**config.mk**
```make
export PLATFORM = sky130hd
export DESIGN_NAME = bp_l15_req_arbiter
export DESIGN_NICKNAME = d
export VERILOG_FILES = /design/src/rtl/bp_l15_arb_pkg.sv /design/src/rtl/bp_l15_rr_arb.sv /design/src/rtl/bp_l15_req_arbiter.sv
export SDC_FILE = /design/constraint.sdc
export NUM_CORES = 1
export LEC_CHECK = 0
export BUFFER_PORTS_ARGS = -buffer_cell sky130_fd_sc_hd__buf_2
export CAP_MARGIN = 20
export CELL_PAD_IN_SITES_DETAIL_PLACEMENT = 0
export CELL_PAD_IN_SITES_GLOBAL_PLACEMENT = 1
export CORE_AREA = 2 2 246 248
export DETAILED_ROUTE_END_ITERATION = 6
export DIE_AREA = 0 0 248 250
export HOLD_SLACK_MARGIN = 0.12
export PLACE_DENSITY = 0.36
export SYNTH_ARGS = -nofsm -noshare
export SYNTH_HDL_FRONTEND = slang
export SYNTH_HIERARCHICAL = 1
export SYNTH_SLANG_ARGS = --single-unit
```
**constraint.sdc**
```tcl
create_clock -name clk_i -period 3 [get_ports clk_i]
set_input_delay 0.3 -clock clk_i [delete_from_list [all_inputs] [get_ports clk_i]]
set_output_delay 0.3 -clock clk_i [all_outputs]
set_load 0.005 [all_outputs]
```
**src/rtl/bp_l15_arb_pkg.sv**
```systemverilog
// Shared definitions for the L1.5 request arbiter.
//   arb_state_e : main arbiter FSM states
//   *_RET/ST_ACK: L1.5 return-type encodings the arbiter decodes
//   safe_clog2  : index width that never collapses to zero bits
package bp_l15_arb_pkg;

  typedef enum logic [1:0] {
    e_idle      = 2'd0,
    e_send      = 2'd1,
    e_wait_resp = 2'd2
  } arb_state_e;

  localparam logic [3:0] LOAD_RET = 4'b0000;
  localparam logic [3:0] ST_ACK   = 4'b0100;
  localparam logic [3:0] INT_RET  = 4'b0111;

  function automatic logic is_int_ret(input logic [3:0] rt);
    return rt == INT_RET;
  endfunction

  function automatic int safe_clog2(input int n);
    return (n > 1) ? $clog2(n) : 1;
  endfunction

endpackage

```
**src/rtl/bp_l15_rr_arb.sv**
```systemverilog
// Pointer-based round-robin arbiter.
//   clk_i, reset_n_i : clock, async active-low reset
//   reqs_i           : per-requester request
//   grants_o         : one-hot winner (combinational)
//   sel_idx_o        : index of the winner
//   v_o              : some request is present
//   yumi_i           : winner taken; pointer moves to the winner
// Priority starts at pointer+1 and wraps; pointer resets to num_req_p-1
// so requester 0 wins first.
module bp_l15_rr_arb
  import bp_l15_arb_pkg::*;
#(
  parameter int num_req_p = 2,
  localparam int ptr_w_lp = safe_clog2(num_req_p)
) (
  input  logic                 clk_i,
  input  logic                 reset_n_i,
  input  logic [num_req_p-1:0] reqs_i,
  output logic [num_req_p-1:0] grants_o,
  output logic [ptr_w_lp-1:0]  sel_idx_o,
  output logic                 v_o,
  input  logic                 yumi_i
);

  logic [ptr_w_lp-1:0]    r_ptr;
  logic [ptr_w_lp:0]      w_inc;
  logic [ptr_w_lp:0]      w_start;
  logic [ptr_w_lp:0]      w_sum;
  logic [2*num_req_p-1:0] w_dbl;
  logic [num_req_p-1:0]   w_rot;
  logic [ptr_w_lp-1:0]    w_off;

  assign w_inc   = {1'b0, r_ptr} + (ptr_w_lp+1)'(1);
  assign w_start = (w_inc == (ptr_w_lp+1)'(num_req_p)) ? '0 : w_inc;

  // Rotate so bit 0 is the highest-priority requester.
  assign w_dbl = {reqs_i, reqs_i};
  assign w_rot = w_dbl[w_start +: num_req_p];

  always_comb begin
    v_o   = 1'b0;
    w_off = '0;
    for (int i = 0; i < num_req_p; i++) begin
      if (!v_o && w_rot[i]) begin
        v_o   = 1'b1;
        w_off = ptr_w_lp'(i);
      end
    end
  end

  assign w_sum     = w_start + {1'b0, w_off};
  assign sel_idx_o = (w_sum >= (ptr_w_lp+1)'(num_req_p))
                     ? ptr_w_lp'(w_sum - (ptr_w_lp+1)'(num_req_p))
                     : ptr_w_lp'(w_sum);

  always_comb begin
    grants_o = '0;
    for (int j = 0; j < num_req_p; j++) begin
      grants_o[j] = v_o && (sel_idx_o == ptr_w_lp'(j));
    end
  end

  always_ff @(posedge clk_i or negedge reset_n_i) begin
    if (!reset_n_i) begin
      r_ptr <= ptr_w_lp'(num_req_p - 1);
    end else if (yumi_i && v_o) begin
      r_ptr <= sel_idx_o;
    end
  end

endmodule

```
**src/rtl/bp_l15_req_arbiter.sv**
```systemverilog
// Shares one L1.5 transducer request/return port among num_req_p
// BlackParrot transducers.
//   clk_i, reset_n_i        : clock, async active-low reset
//   req_*_i / req_ack_o     : flattened per-requester request fields, one-hot accept
//   resp_val_o / resp_ack_i : per-requester return handshake
//   resp_returntype_o, resp_data_{0,1}_o : shared return payload
//   transducer_l15_*        : request to L1.5, and transducer_l15_req_ack return consume
//   l15_transducer_*        : L1.5 request accept and return
//   timeout_o               : sticky, owner's return overdue
//   stray_o                 : pulse, unowned non-INT return dropped
// State table:
//   e_idle      | no owner; arbitrate among req_val_i
//   e_send      | owner's request presented to L1.5 until accepted
//   e_wait_resp | waiting for the owner's single return
// INT_RET is broadcast to every requester and overrides routing in any
// state; the FSM holds (SEND may still complete its request).
module bp_l15_req_arbiter
  import bp_l15_arb_pkg::*;
#(
  parameter int num_req_p        = 2,
  parameter int timeout_cycles_p = 1024,
  localparam int ptr_w_lp = safe_clog2(num_req_p),
  localparam int cnt_w_lp = $clog2(timeout_cycles_p + 1)
) (
  input  logic                    clk_i,
  input  logic                    reset_n_i,
  input  logic [num_req_p-1:0]    req_val_i,
  input  logic [num_req_p*5-1:0]  req_rqtype_i,
  input  logic [num_req_p-1:0]    req_nc_i,
  input  logic [num_req_p*3-1:0]  req_size_i,
  input  logic [num_req_p*40-1:0] req_address_i,
  input  logic [num_req_p*64-1:0] req_data_i,
  input  logic [num_req_p*2-1:0]  req_l1rplway_i,
  output logic [num_req_p-1:0]    req_ack_o,
  output logic [num_req_p-1:0]    resp_val_o,
  output logic [3:0]              resp_returntype_o,
  output logic [63:0]             resp_data_0_o,
  output logic [63:0]             resp_data_1_o,
  input  logic [num_req_p-1:0]    resp_ack_i,
  output logic [4:0]              transducer_l15_rqtype,
  output logic                    transducer_l15_nc,
  output logic [2:0]              transducer_l15_size,
  output logic                    transducer_l15_val,
  output logic [39:0]             transducer_l15_address,
  output logic [63:0]             transducer_l15_data,
  output logic [1:0]              transducer_l15_l1rplway,
  input  logic                    l15_transducer_ack,
  input  logic                    l15_transducer_val,
  input  logic [3:0]              l15_transducer_returntype,
  input  logic [63:0]             l15_transducer_data_0,
  input  logic [63:0]             l15_transducer_data_1,
  output logic                    transducer_l15_req_ack,
  output logic                    timeout_o,
  output logic                    stray_o
);

  arb_state_e           r_state, w_state_nxt;
  logic [ptr_w_lp-1:0]  r_grant;
  logic [num_req_p-1:0] r_grant_oh;
  logic [num_req_p-1:0] r_bcast_mask;
  logic [cnt_w_lp-1:0]  r_cnt;
  logic                 r_timeout;

  logic [num_req_p-1:0] w_arb_grants;
  logic [ptr_w_lp-1:0]  w_arb_idx;
  logic                 w_arb_v;
  logic                 w_arb_yumi;
  logic                 w_int_ret;
  logic                 w_other_ret;
  logic                 w_owner_ack;
  logic [num_req_p-1:0] w_bcast_acked;
  logic                 w_bcast_done;

  bp_l15_rr_arb #(.num_req_p(num_req_p)) u_rr (
    .clk_i     (clk_i),
    .reset_n_i (reset_n_i),
    .reqs_i    (req_val_i),
    .grants_o  (w_arb_grants),
    .sel_idx_o (w_arb_idx),
    .v_o       (w_arb_v),
    .yumi_i    (w_arb_yumi)
  );

  assign w_int_ret     = l15_transducer_val && is_int_ret(l15_transducer_returntype);
  assign w_other_ret   = l15_transducer_val && !is_int_ret(l15_transducer_returntype);
  assign w_owner_ack   = |(resp_ack_i & r_grant_oh);
  // Acks from requesters already served are harmless: OR keeps them set.
  assign w_bcast_acked = r_bcast_mask | resp_ack_i;
  assign w_bcast_done  = w_int_ret && (&w_bcast_acked);
  assign timeout_o     = r_timeout;

  always_comb begin
    w_state_nxt             = r_state;
    w_arb_yumi              = 1'b0;
    req_ack_o               = '0;
    resp_val_o              = '0;
    resp_returntype_o       = l15_transducer_returntype;
    resp_data_0_o           = l15_transducer_data_0;
    resp_data_1_o           = l15_transducer_data_1;
    transducer_l15_rqtype   = '0;
    transducer_l15_nc       = 1'b0;
    transducer_l15_size     = '0;
    transducer_l15_val      = 1'b0;
    transducer_l15_address  = '0;
    transducer_l15_data     = '0;
    transducer_l15_l1rplway = '0;
    transducer_l15_req_ack  = 1'b0;
    stray_o                 = 1'b0;

    case (r_state)
      e_idle: begin
        if (w_arb_v && !w_int_ret) begin
          w_arb_yumi  = 1'b1;
          w_state_nxt = e_send;
        end
        if (w_other_ret) begin
          transducer_l15_req_ack = 1'b1;
          stray_o                = 1'b1;
        end
      end
      e_send: begin
        transducer_l15_val      = 1'b1;
        transducer_l15_rqtype   = req_rqtype_i[r_grant*5 +: 5];
        transducer_l15_nc       = req_nc_i[r_grant];
        transducer_l15_size     = req_size_i[r_grant*3 +: 3];
        transducer_l15_address  = req_address_i[r_grant*40 +: 40];
        transducer_l15_data     = req_data_i[r_grant*64 +: 64];
        transducer_l15_l1rplway = req_l1rplway_i[r_grant*2 +: 2];
        req_ack_o               = r_grant_oh & {num_req_p{l15_transducer_ack}};
        if (l15_transducer_ack) begin
          w_state_nxt = e_wait_resp;
        end
        if (w_other_ret) begin
          transducer_l15_req_ack = 1'b1;
          stray_o                = 1'b1;
        end
      end
      e_wait_resp: begin
        if (w_other_ret) begin
          resp_val_o             = r_grant_oh;
          transducer_l15_req_ack = w_owner_ack;
          if (w_owner_ack) begin
            w_state_nxt = e_idle;
          end
        end
      end
      default: w_state_nxt = e_idle;
    endcase

    if (w_int_ret) begin
      resp_val_o             = ~r_bcast_mask;
      transducer_l15_req_ack = w_bcast_done;
    end

    // Outputs are forced low for the whole reset interval, including the
    // asynchronous assertion edge before any clock arrives.
    if (!reset_n_i) begin
      w_state_nxt             = e_idle;
      w_arb_yumi              = 1'b0;
      req_ack_o               = '0;
      resp_val_o              = '0;
      resp_returntype_o       = '0;
      resp_data_0_o           = '0;
      resp_data_1_o           = '0;
      transducer_l15_rqtype   = '0;
      transducer_l15_nc       = 1'b0;
      transducer_l15_size     = '0;
      transducer_l15_val      = 1'b0;
      transducer_l15_address  = '0;
      transducer_l15_data     = '0;
      transducer_l15_l1rplway = '0;
      transducer_l15_req_ack  = 1'b0;
      stray_o                 = 1'b0;
    end
  end

  always_ff @(posedge clk_i or negedge reset_n_i) begin
    if (!reset_n_i) begin
      r_state      <= e_idle;
      r_grant      <= '0;
      r_grant_oh   <= '0;
      r_bcast_mask <= '0;
      r_cnt        <= '0;
      r_timeout    <= 1'b0;
    end else begin
      r_state <= w_state_nxt;
      if (w_arb_yumi) begin
        r_grant    <= w_arb_idx;
        r_grant_oh <= w_arb_grants;
      end
      if (w_int_ret) begin
        r_bcast_mask <= w_bcast_done ? '0 : w_bcast_acked;
      end
      if (r_state == e_wait_resp && w_state_nxt == e_wait_resp) begin
        if (r_cnt != cnt_w_lp'(timeout_cycles_p)) begin
          r_cnt <= r_cnt + cnt_w_lp'(1);
        end
      end else begin
        r_cnt <= '0;
      end
      // This WAIT_RESP cycle is the timeout_cycles_p-th one.
      if (r_state == e_wait_resp && r_cnt == cnt_w_lp'(timeout_cycles_p - 1)) begin
        r_timeout <= 1'b1;
      end
    end
  end

  a_req_held_in_send: assert property (@(posedge clk_i) disable iff (!reset_n_i)
    (r_state == e_send) |-> |(req_val_i & r_grant_oh));

endmodule

```
==> impl_metrics.env <==
export IMPL_ir_drop_mv=0.196
export IMPL_dr_first_iter_drc_count=163
export IMPL_finalClockSkew_ps=2.39
export IMPL_ff_latch_area_um2=505
export IMPL_postCtsHoldBufs=1
export IMPL_numCtsBuffers=3
export IMPL_worstSkewPairLatency_ps=250
export IMPL_die_h_um=250
export IMPL_cts_tree="built"
export IMPL_grt_max_degree=156
export IMPL_postSynthCellCount=516
export IMPL_drcViolationCount=0
export IMPL_leakage_uw=0.00456
export IMPL_portBuffers=624
export IMPL_slowest_stage="dlygate4sd3_1"
export IMPL_yosysMostFrequentCell="and2_1"
export IMPL_wl_um=27600
export IMPL_synth_top_cell_by_area="mux2i_1"
export IMPL_wl_per_cell_um=14.5
export IMPL_place_gp_congestion=0.813
export IMPL_layout_nets=1493
export IMPL_r2r_end="r_grant"
export IMPL_area_growth_pct=114
export IMPL_grt_setup_unrepaired="no"
export IMPL_multiInputGateArea_mm2=0.00297
export IMPL_max_clock_path_buffers=2
export IMPL_synth_top_cells_by_area="mux2i_1 (32%), and2_1 (22%), nor2_1 (13%)"
export IMPL_yosys_warnings=6
export IMPL_critPathMaxStageDelay_ps=530
export IMPL_routed_via_count=5667
export IMPL_synth_edff_count=0
export IMPL_ctsResizeCount=0
export IMPL_drv_cap=0
export IMPL_path_common_cell="buf_4"
export IMPL_hold_path_class="input port to register"
export IMPL_die_area_mm2=0.0620
export IMPL_grt_pass1_vias=5922
export IMPL_status="finished, final reports clean"
export IMPL_die_w_um=248
export IMPL_dpl_cell_area_mm2=0.00777
export IMPL_placementRows=90
export IMPL_ys_async_sr_fraction_pct=100
export IMPL_period_needed_ps=2560
export IMPL_cts_root_buffer="clkbuf_16"
export IMPL_finalHoldViolCount=0
export IMPL_synth_seq_area_share_pct=13.7
export IMPL_slew_headroom_pct=52.5
export IMPL_cp_required_ps=2700
export IMPL_ys_types=38
export IMPL_fill_cells=7002
export IMPL_vias_per_cell=2.98
export IMPL_syn_nets=888
export IMPL_clock_fmax_mhz=391
export IMPL_grt_overflow_total=0
export IMPL_period_share_pct=85.3
export IMPL_antenna_found_initial=5
export IMPL_synth_cells_most_frequent="and2_1 (132), nor2_1 (130), mux2i_1 (116)"
export IMPL_synth_area_per_cell_um2=7.12
export IMPL_initial_core_util_pct=6.17
export IMPL_synth_top_cell_area_share_pct=31.6
export IMPL_hpwl_um=24300
export IMPL_worst_r2r_path_depth=3
export IMPL_r2r_slack_ps=1460
export IMPL_pwr_density_cell_mw_per_mm2=341
export IMPL_crit_type="input port to primary output"
export IMPL_grt_usage_pct=8.25
export IMPL_worst_slew_pin_slew_ps=712
export IMPL_clk_pin_slew_worst_paths_ps=60
export IMPL_syn_area_mm2=0.00367
export IMPL_cp_cell_sequence="dlygate4sd3_1 > buf_4 > nor2b_1 > nand2_4 > buf_4 > nor2_1 > buf_2"
export IMPL_synth_ff_type="dfrtp_1"
export IMPL_h_tree_depth=1
export IMPL_setup_viol=0
export IMPL_drv_slew=0
export IMPL_start_kind="input port"
export IMPL_arrival_ps=2260
export IMPL_numClockSinks=20
export IMPL_ant_nets=0
export IMPL_tns_ps=0
export IMPL_io_pins=625
export IMPL_worstHoldStart="req_val_i[0]"
export IMPL_grt_pass1_wl_um=38400
export IMPL_holdPathEnd="u_rr/r_ptr"
export IMPL_first_pass_iters=4
export IMPL_cp_max_fo=42
export IMPL_drive_gt1_share_pct=58.5
export IMPL_design_area_mm2=0.00787
export IMPL_cts_setup_buffers=0
export IMPL_end_kind="primary output"
export IMPL_r2r_start="r_state[1]"
export IMPL_ys_ff_latch=20
export IMPL_core_mm2=0.0596
export IMPL_whs_path_depth=2
cell usage in the layout (no fill, tap or decap), types with 2 or more instances in the layout:
master,netlist,routed
ha_1,2,2
xor2_1,5,5
a31oi_1,2,2
o21bai_1,2,2
a21oi_1,7,7
mux2_4,3,3
mux2i_1,116,116
buf_4,0,15
and4b_1,2,2
buf_12,0,3
nor4_1,3,3
inv_1,5,5
and3_1,3,3
nand2b_1,4,4
nand3_1,5,5
nand2_1,7,6
nor2b_1,3,3
nand4_1,3,3
and2_1,132,132
xnor2_1,3,3
buf_2,20,623
o21ai_0,2,2
nor3_1,3,3
clkbuf_16,0,3
dfrtp_1,19,18
nor2_1,130,130
area by class of cell:
type | instances | share of cell area, %
diodes | 1 | 0.0318
clock buffers | 4 | 1.13
inverters | 6 | 0.286
multi-input cells | 448 | 37.8
flip-flops and latches | 20 | 6.42
well taps | 782 | 12.4
repair buffers | 642 | 41.9
metrics by stage:
stage,setup slack [ps],cells,power (uW),utilization (%),hold WS [ps]
2_1_floorplan,1450,516,1540,-,4.41
5_1_grt,257,1902,2900,13.2,303
3_3_place_gp,869,1897,2460,13.0,395
6_report,440,1903,2680,13.2,269
4_1_cts,403,1902,2750,13.2,267
3_5_place_dp,892,1897,2420,13.0,391
report_power, final:
part,switching (uW),total [uW],internal (uW),leakage (uW)
Clock,102,306,203,0.0000442
Sequential,175,486,311,0.000264
Combinational,877,1890,1010,0.00426
Total,1160,2680,1530,0.00456
metal layers:
metal	vias to the layer above	GRT usage (%)	share of wire, %
met5	-	0	0.043
met4	2	0.582	0.62
met3	16	1.16	4.9
met2	202	15.9	54
met1	2544	9.90	40
li1	2903	-	-
worst max-delay path by stage:
stage	start	endpoint
5_1_grt	reset_n_i	transducer_l15_data[34]
3_5_place_dp	r_grant	transducer_l15_data[47]
3_3_place_gp	r_grant	transducer_l15_data[40]
6_report	reset_n_i	transducer_l15_data[17]
4_1_cts	reset_n_i	transducer_l15_data[17]
2_1_floorplan	reset_n_i	transducer_l15_address[10]
cells by family after synthesis:
family	count (synthesis)	share of synthesized area, %
AND/OR/NAND/NOR	300	41.9
multiplexers	119	32.8
buffers and inverters	48	5.79
flip-flops	20	13.7
AO/OA/AOI/OAI	19	3.27
XOR/XNOR	8	1.91
adder cells (fa/ha/maj)	2	0.681
flip-flops by register name (all words and copies together), names as in the netlist:
| signal | cells |
|---|---|
| r_bcast_mask | 2 |
| r_cnt | 11 |
| r_grant | 1 |
| r_grant_oh | 2 |
| r_state | 2 |
| timeout_o | 1 |
| u_rr/r_ptr | 1 |
worst max-delay path, delay by kind of cell:
family,cells,cell delay (ps)
buffers and inverters,4,1210
and+or+nand+nor,3,660
Note: power is estimated with default switching activity, not from simulation.
